File: src/rtl/people_move_control.sv
// Player-position controller: turns held direction keys into a rate-limited,
// bounds-clamped sprite position and raises a sticky goal flag.
module people_move_control #(
   parameter int ACTIVE_STAGE = 5,
   parameter int START_LEFT   = 200,
   parameter int START_UP     = 335,
   parameter int MIN_LEFT     = 40,
   parameter int MAX_LEFT     = 560,
   parameter int MIN_UP       = 40,
   parameter int MAX_UP       = 400,
   parameter int STEP         = 5,
   parameter int MOVE_DIV     = 4,
   parameter int GOAL_LEFT    = 500,
   parameter int GOAL_UP      = 60,
   parameter int GOAL_SIZE    = 40
) (
   input  logic       clk,
   input  logic       rst,
   input  logic [2:0] stage_state,
   input  logic       key_up,
   input  logic       key_down,
   input  logic       key_left,
   input  logic       key_right,
   input  logic       fail,
   output logic [9:0] people_up,
   output logic [9:0] people_left,
   output logic [1:0] facing,
   output logic       moving,
   output logic       goal
);

   typedef enum logic [1:0] {
      DIR_UP    = 2'd0,
      DIR_DOWN  = 2'd1,
      DIR_LEFT  = 2'd2,
      DIR_RIGHT = 2'd3
   } dir_t;

   localparam int DIV_W = (MOVE_DIV > 2) ? $clog2(MOVE_DIV) : 1;
   localparam logic [DIV_W-1:0] DIV_LAST = DIV_W'(MOVE_DIV - 1);

   // Bounds are pre-offset by STEP so the checks never need wrapping arithmetic.
   localparam logic [9:0] UP_LO   = 10'(MIN_UP + STEP);
   localparam logic [9:0] UP_HI   = 10'(MAX_UP - STEP);
   localparam logic [9:0] LEFT_LO = 10'(MIN_LEFT + STEP);
   localparam logic [9:0] LEFT_HI = 10'(MAX_LEFT - STEP);
   localparam logic [9:0] STEP_V  = 10'(STEP);

   localparam logic [10:0] GX_LO = 11'(GOAL_LEFT);
   localparam logic [10:0] GX_HI = 11'(GOAL_LEFT + GOAL_SIZE - 1);
   localparam logic [10:0] GY_LO = 11'(GOAL_UP);
   localparam logic [10:0] GY_HI = 11'(GOAL_UP + GOAL_SIZE - 1);

   logic [DIV_W-1:0] div_cnt;
   logic             in_stage;
   logic             active;
   logic             key_any;
   dir_t             win_dir;
   logic             move_ok;
   logic [9:0]       next_up;
   logic [9:0]       next_left;
   logic [10:0]      centre_x;
   logic [10:0]      centre_y;
   logic             goal_hit;

   assign in_stage = (stage_state == 3'(ACTIVE_STAGE));
   assign active   = in_stage && !fail && !goal;
   assign key_any  = key_up || key_down || key_left || key_right;

   assign centre_x = {1'b0, people_left} + 11'd19;
   assign centre_y = {1'b0, people_up} + 11'd19;
   assign goal_hit = (centre_x >= GX_LO) && (centre_x <= GX_HI) &&
                     (centre_y >= GY_LO) && (centre_y <= GY_HI);

   // Fixed-priority key arbitration and the bounds check for the winner.
   always_comb begin
      win_dir   = DIR_RIGHT;
      move_ok   = 1'b0;
      next_up   = people_up;
      next_left = people_left;
      if (key_up) begin
         win_dir = DIR_UP;
      end else if (key_down) begin
         win_dir = DIR_DOWN;
      end else if (key_left) begin
         win_dir = DIR_LEFT;
      end
      case (win_dir)
         DIR_UP: begin
            move_ok = (people_up >= UP_LO);
            next_up = people_up - STEP_V;
         end
         DIR_DOWN: begin
            move_ok = (people_up <= UP_HI);
            next_up = people_up + STEP_V;
         end
         DIR_LEFT: begin
            move_ok   = (people_left >= LEFT_LO);
            next_left = people_left - STEP_V;
         end
         default: begin
            move_ok   = (people_left <= LEFT_HI);
            next_left = people_left + STEP_V;
         end
      endcase
   end

   // Outside the active stage the player is held at spawn; inside it, a step
   // opportunity comes every MOVE_DIV active cycles and fail/goal freeze everything.
   always_ff @(posedge clk) begin
      if (rst || !in_stage) begin
         people_left <= 10'(START_LEFT);
         people_up   <= 10'(START_UP);
         facing      <= DIR_RIGHT;
         moving      <= 1'b0;
         goal        <= 1'b0;
         div_cnt     <= '0;
      end else begin
         moving <= 1'b0;
         if (goal_hit) begin
            goal <= 1'b1;
         end
         if (active) begin
            if (div_cnt != DIV_LAST) begin
               div_cnt <= div_cnt + DIV_W'(1);
            end else begin
               div_cnt <= '0;
               if (key_any) begin
                  facing <= win_dir;
                  if (move_ok) begin
                     people_up   <= next_up;
                     people_left <= next_left;
                     moving      <= 1'b1;
                  end
               end
            end
         end
      end
   end

endmodule
File: config.mk
export PLATFORM = sky130hd
export DESIGN_NAME = people_move_control
export DESIGN_NICKNAME = d
export VERILOG_FILES = /design/src/rtl/people_move_control.sv
export SDC_FILE = /design/constraint.sdc
export NUM_CORES = 1
export LEC_CHECK = 0
export CORE_ASPECT_RATIO = 2
export CORE_UTILIZATION = 40
export CTS_CLUSTER_DIAMETER = 80
export DETAILED_ROUTE_END_ITERATION = 16
export GPL_TIMING_DRIVEN = 0
export HOLD_SLACK_MARGIN = 0.02
export PLACE_DENSITY = 0.69
export SKIP_LAST_GASP = 1
export SYNTH_ARGS = -nofsm -noshare
export SYNTH_HDL_FRONTEND = slang
export SYNTH_SLANG_ARGS = --single-unit
File: constraint.sdc
create_clock -name clk -period 8.3 [get_ports clk]
set_clock_uncertainty 0.1 [all_clocks]
set_input_delay 1.245 -clock clk [delete_from_list [all_inputs] [get_ports clk]]
set_output_delay 1.245 -clock clk [all_outputs]
set_load 0.05 [all_outputs]
==> flow_summary.json, run 1 <==
{
  "status": "finished clean",
  "wl_mm": 6.23,
  "synth.largest_area_cell": "dfxtp_1",
  "finalPower_mw": 0.305,
  "start_util": 0.419,
  "dpl_cell_area_um2": 2800,
  "netlist_instances": 313,
  "clock_power_share": 0.479,
  "ys_dominant_reg_cell": "dfxtp_1",
  "arrival_ps": 4570,
  "die_area_um2": 6310,
  "start_kind": "primary input",
  "drtIter0Drc": 43,
  "most-common-layout-cells": "nor2_1, nand2_1, clkdlybuf4s50_1",
  "synthTopCellsByArea": "dfxtp_1, ha_1, nand2_1, nor2_1, a21oi_1",
  "cap_violations": 0,
  "gp_congestion": 0.834,
  "route.detailed.drc": 0,
  "die_w_um": 56.7,
  "fin_crit_ps": 4510,
  "synth-seq-area-share": 0.218,
  "dr.pass1.iters": 4,
  "finalCritPeriodShare": 0.544,
  "pwr-share-seq": 0.409,
  "power_switching_mw": 0.0686,
  "hold_path_class": "register to register",
  "cts_tree": "yes",
  "yosysUniqueCellTypes": 55,
  "p_comb_frac": 0.112,
  "ant_nets": 0,
  "dp_hpwl_mm": 5.02,
  "syn_avg_cell_area_um2": 7.64,
  "grt_pass1_vias": 2298,
  "dp_cells": 407,
  "crit_path_end_kind": "register",
  "p_int_mw": 0.237,
  "criticalPathCategory": "primary input to register",
  "final_area_um2": 2900,
  "synth_edf_count": 0,
  "required_ps": 8350,
  "path_clk_slew_ps": 70,
  "synth-seq-cells": 26,
  "ys_warn_count": 0,
  "slew_headroom": 0.626,
  "multi_input_area_um2": 1770,
  "finalSetupTns_ps": 0,
  "cts_buffers": 3,
  "viasPerCell": 5.81,
  "cts_hold_repair.buffers": 0,
  "synth_top_area_share": 0.218,
  "core_um2": 5710,
  "grt_max_degree": 16,
  "io_pins": 34,
  "finalSetupViolCount": 0,
  "peakVddDrop_v": 0.000101,
  "syn2layout_area_growth_pct": 21.4,
  "crit_fanout": 7,
  "syn_nets": 348,
  "grt-ovfl-total": 0,
  "antennaDiodeCount": 0,
  "drive_gt1_frac": 0.0429,
  "cts_root_buffer": "clkbuf_16",
  "die_h_um": 111,
  "seq_area_um2": 520,
  "synthArstFlopShare": 0,
  "track_usage": 0.211,
  "drv_slew": 0,
  "portBuffers": 33,
  "p_per_area_nw_per_um2": 105,
  "vias": 2386,
  "rsz0062_at_grt": "false",
  "rows": 39,
  "htreeDepth": 1,
  "routedWlPerCell_um": 15.1,
  "clockBufferDepth": 2,
  "postCtsSetupBuffers": 0,
  "fmax_ghz": 0.222,
  "power.share.switching": 0.225,
  "fillers": 576,
  "leakagePower_nw": 1.20,
  "worstMarginPinSlew_ps": 561,
  "clk_latency_ps": 270,
  "grt_pass1_wl_mm": 10.5,
  "syn_area_um2": 2390,
  "hold_viol": 0,
  "ctsResizeCount": 0,
  "cts_sinks": 26,
  "antenna_found_initial": 0,
  "nets": 386,
  "instances_no_fill": 411
}
-- metal layers --
layer / wire (µm) / track usage
met4: 271 / 0.120
met1: 2250 / 0.209
met2: 3570 / 0.405
met5: 0 / 0
met3: 138 / 0.0210
-- power by group through the flow --
stage               clock, mW  sequential, mW  combinational [mW]
detailed placement          0           0.128              0.0340
finish                  0.146           0.125              0.0341
CTS                     0.147           0.125              0.0342
global route            0.152           0.125              0.0380
floorplan                   0           0.128              0.0231
global placement            0           0.128              0.0335
-- kinds of logic after synthesis --
logic type      after synthesis  share of synthesized area
mux                           8                     0.0340
fa+ha+maj                    25                      0.137
flops                        26                      0.218
compound gates               92                      0.257
simple gates                115                      0.237
xor+xnor                     20                     0.0733
buf+inv                      27                     0.0435
-- critical path, stage by stage --
cell             delay [ps]
clkdlybuf4s50_1         540
nor2_1                  400
nand2_1                 250
inv_1                   250
ha_1                    330
a21o_1                  200
a21o_1                  180
o21a_1                  200
o21a_1                  220
o311ai_1                370
mux2_1                  360
-- cells in the mapped netlist (all sizes together) (2+ instances only) --
| cell type | instances |
|---|---|
| a211oi | 3 |
| a21o | 6 |
| a21oi | 23 |
| a22oi | 2 |
| a31oi | 4 |
| a41oi | 2 |
| and3 | 4 |
| and3b | 2 |
| buf | 2 |
| clkbuf | 9 |
| dfxtp | 26 |
| fa | 2 |
| ha | 23 |
| inv | 16 |
| mux2i | 7 |
| nand2 | 34 |
| nand2b | 5 |
| nand3 | 11 |
| nand3b | 3 |
| nand4 | 2 |
| nor2 | 35 |
| nor3 | 6 |
| o211ai | 8 |
| o21a | 3 |
| o21ai | 18 |
| o21bai | 6 |
| o22ai | 2 |
| o311ai | 3 |
| o41ai | 2 |
| or2 | 4 |
| or3 | 4 |
| xnor2 | 12 |
| xor2 | 8 |
-- stage by stage --
step	setup slack [ps]	utilization	hold slack, ps
finish	3790	0.508	394
global route	3550	0.508	456
CTS	3780	0.508	399
detailed placement	3530	0.490	388
global placement	3530	0.490	373
floorplan	4560	-	357
-- area by class of cell --
type                       count  area share
clock inverter                 1      0.0103
inverter                      16      0.0207
buffer                        11      0.0151
tap                           61      0.0263
multi-input combinational    260       0.608
clock buffer                   3      0.0259
timing repair buffer          33       0.114
sequential                    26       0.179
-- state kept, by name (all words and copies together), names as in the netlist --
register     count
goal             1
people_left     10
div_cnt          2
people_up       10
moving           1
facing           2
-- final timing paths --
path	startpoint	endpoint	slack (ps)	cells past startpoint
max	key_down	people_left[9]$_SDFFE_PP0P_	3790	11
max reg2reg	people_left[3]$_SDFFE_PP1P_	people_left[9]$_SDFFE_PP0P_	5630	7
min reg2reg	div_cnt[1]$_SDFFE_PP0P_	div_cnt[1]$_SDFFE_PP0P_	390	2
min	div_cnt[1]$_SDFFE_PP0P_	div_cnt[1]$_SDFFE_PP0P_	390	2
No activity file was read; power rests on OpenSTA's default activity.
==> run 2: changes to the inputs <==
PLACE_DENSITY = 0.71   (was 0.69)
clock period = 4 ns   (was 8.3 ns; I/O delays follow)
==> run 2 against run 1 <==
Against the previous run:
- first-iteration DRC count up 9.3%
- sequential power rose by 110%
- wire length hardly changed
- sequential share of layout area grew 0.085 points
- non-clock buffer count did not move
- count of clock-buffer cells in the layout grew 1
- global-route usage shrank 0.57 points
- worst hold slack improved by 19 ps
- core utilization down 0.24 points
- total power up 91%
- die area is the same
- highest routed layer unchanged
==> flow_summary.json, run 2 (synthesized netlist as in run 1, its figures left out) <==
{
  "status": "finished clean",
  "die_h_um": 111,
  "cap_violations": 0,
  "cp_top_family": "compound AO/OA/AOI/OAI gates",
  "clockBufferDepth": 2,
  "worstMarginPinSlew_ps": 556,
  "most-common-layout-cells": "nand2_1, nor2_1, clkdlybuf4s50_1",
  "postCtsSetupBuffers": 0,
  "htreeDepth": 1,
  "dr.pass1.iters": 4,
  "drtIter0Drc": 47,
  "fin_ws_ps": 224,
  "path_clk_slew_ps": 70,
  "core_um2": 5710,
  "grt_max_degree": 15,
  "nets": 386,
  "criticalPathCategory": "primary input to register",
  "hold_viol": 0,
  "dp_hpwl_mm": 4.89,
  "slowest_stage": "clkdlybuf4s50_1",
  "leakagePower_nw": 1.19,
  "hold_path_class": "register to register",
  "syn2layout_area_growth_pct": 20.8,
  "grt_pass1_wl_mm": 10.3,
  "vias": 2387,
  "rows": 39,
  "cts_sinks": 26,
  "crit_fanout": 7,
  "peakVddDrop_v": 0.000211,
  "cts_buffers": 3,
  "track_usage": 0.206,
  "drv_slew": 0,
  "instances_no_fill": 411,
  "arrival_ps": 3830,
  "crit_path_end_kind": "register",
  "fillers": 560,
  "gp_congestion": 0.851,
  "start_kind": "primary input",
  "finalCritPeriodShare": 0.944,
  "required_ps": 4060,
  "clk_latency_ps": 270,
  "viasPerCell": 5.81,
  "antenna_found_initial": 0,
  "rsz0062_at_grt": "false",
  "p_per_area_nw_per_um2": 202,
  "path_buf_inv": 2,
  "max_stage_delay_ps": 540,
  "drive_gt1_frac": 0.0457,
  "place_ws_ps": -142,
  "ant_nets": 0,
  "fmax_ghz": 0.265,
  "fin_crit_ps": 3780,
  "start_util": 0.419,
  "dp_cells": 407,
  "routedWlPerCell_um": 15.2,
  "slew_headroom": 0.629,
  "antennaDiodeCount": 0,
  "wl_mm": 6.23,
  "cts_hold_repair.buffers": 0,
  "portBuffers": 33,
  "grt-ovfl-total": 0,
  "die_area_um2": 6310,
  "layout_commonest_cell": "nand2_1",
  "io_pins": 34,
  "ctsResizeCount": 0,
  "grt_pass1_vias": 2307,
  "reg_top3": "people_left (10), people_up (10)",
  "cts_root_buffer": "clkbuf_16",
  "finalSetupViolCount": 0,
  "die_w_um": 56.7,
  "path_cells": "clkdlybuf4s50_1, nor2_2, nand2_1, inv_1, ha_1, a21o_1, a21o_1, o21a_1, o21a_1, o311ai_1, mux2_1",
  "route.detailed.drc": 0,
  "cts_tree": "yes"
}
-- run 2: cell types whose count changed in the layout (fill, tap and decap cells not counted) --
cell	previous run	this run
nor2_2	1	2
bufinv_16	1	0
clkbuf_8	0	1
nor2_1	34	33
-- run 2: tightest hold or removal path, delay by kind of cell, from the launching register on --
family,cells,cell delay (ps)
flops,1,350
compound gates,1,70
simple gates,1,60
-- run 2: final cells by class --
cell class / count / area [µm²] / share of cell area
multi-input combinational: 260 / 1770 / 0.612
sequential: 26 / 520 / 0.180
timing repair buffer: 33 / 330 / 0.114
clock buffer: 4 / 88.8 / 0.0308
tap: 61 / 76.3 / 0.0264
inverter: 16 / 60.1 / 0.0208
buffer: 11 / 43.8 / 0.0152
-- run 2: worst paths after layout --
check,to,cells past startpoint,from,slack [ps]
max,people_left[9]$_SDFFE_PP0P_,11,key_down,220
min,facing[0]$_SDFFE_PP1P_,2,facing[0]$_SDFFE_PP1P_,410
max reg2reg,people_left[9]$_SDFFE_PP0P_,7,people_left[3]$_SDFFE_PP1P_,1310
min reg2reg,facing[0]$_SDFFE_PP1P_,2,facing[0]$_SDFFE_PP1P_,410
-- run 2: report_power, final --
group          switching, mW  leakage, nW  internal, mW
logic                 0.0380        0.940        0.0325
clock network         0.0998       0.0442         0.154
registers           0.000130        0.210         0.259
total                  0.138         1.19         0.445
-- run 2: per-layer routing --
layer / GRT usage / vias to the layer above / wire length (µm)
met5: 0 / - / 0
met4: 0.102 / 0 / 194
met3: 0.0187 / 13 / 111
met2: 0.409 / 44 / 3570
met1: 0.198 / 1125 / 2360
li1: - / 1205 / -
-- run 2: per-stage QoR --
step / TNS, ps / util / hold WS, ps / power (mW) / area (µm²)
floorplan: 0 / - / 357 / 0.313 / 2390
global placement: -134 / 0.490 / 371 / 0.334 / 2800
CTS: 0 / 0.505 / 416 / 0.587 / 2890
detailed placement: -142 / 0.490 / 396 / 0.335 / 2800
finish: 0 / 0.506 / 412 / 0.583 / 2890
global route: 0 / 0.506 / 436 / 0.605 / 2890
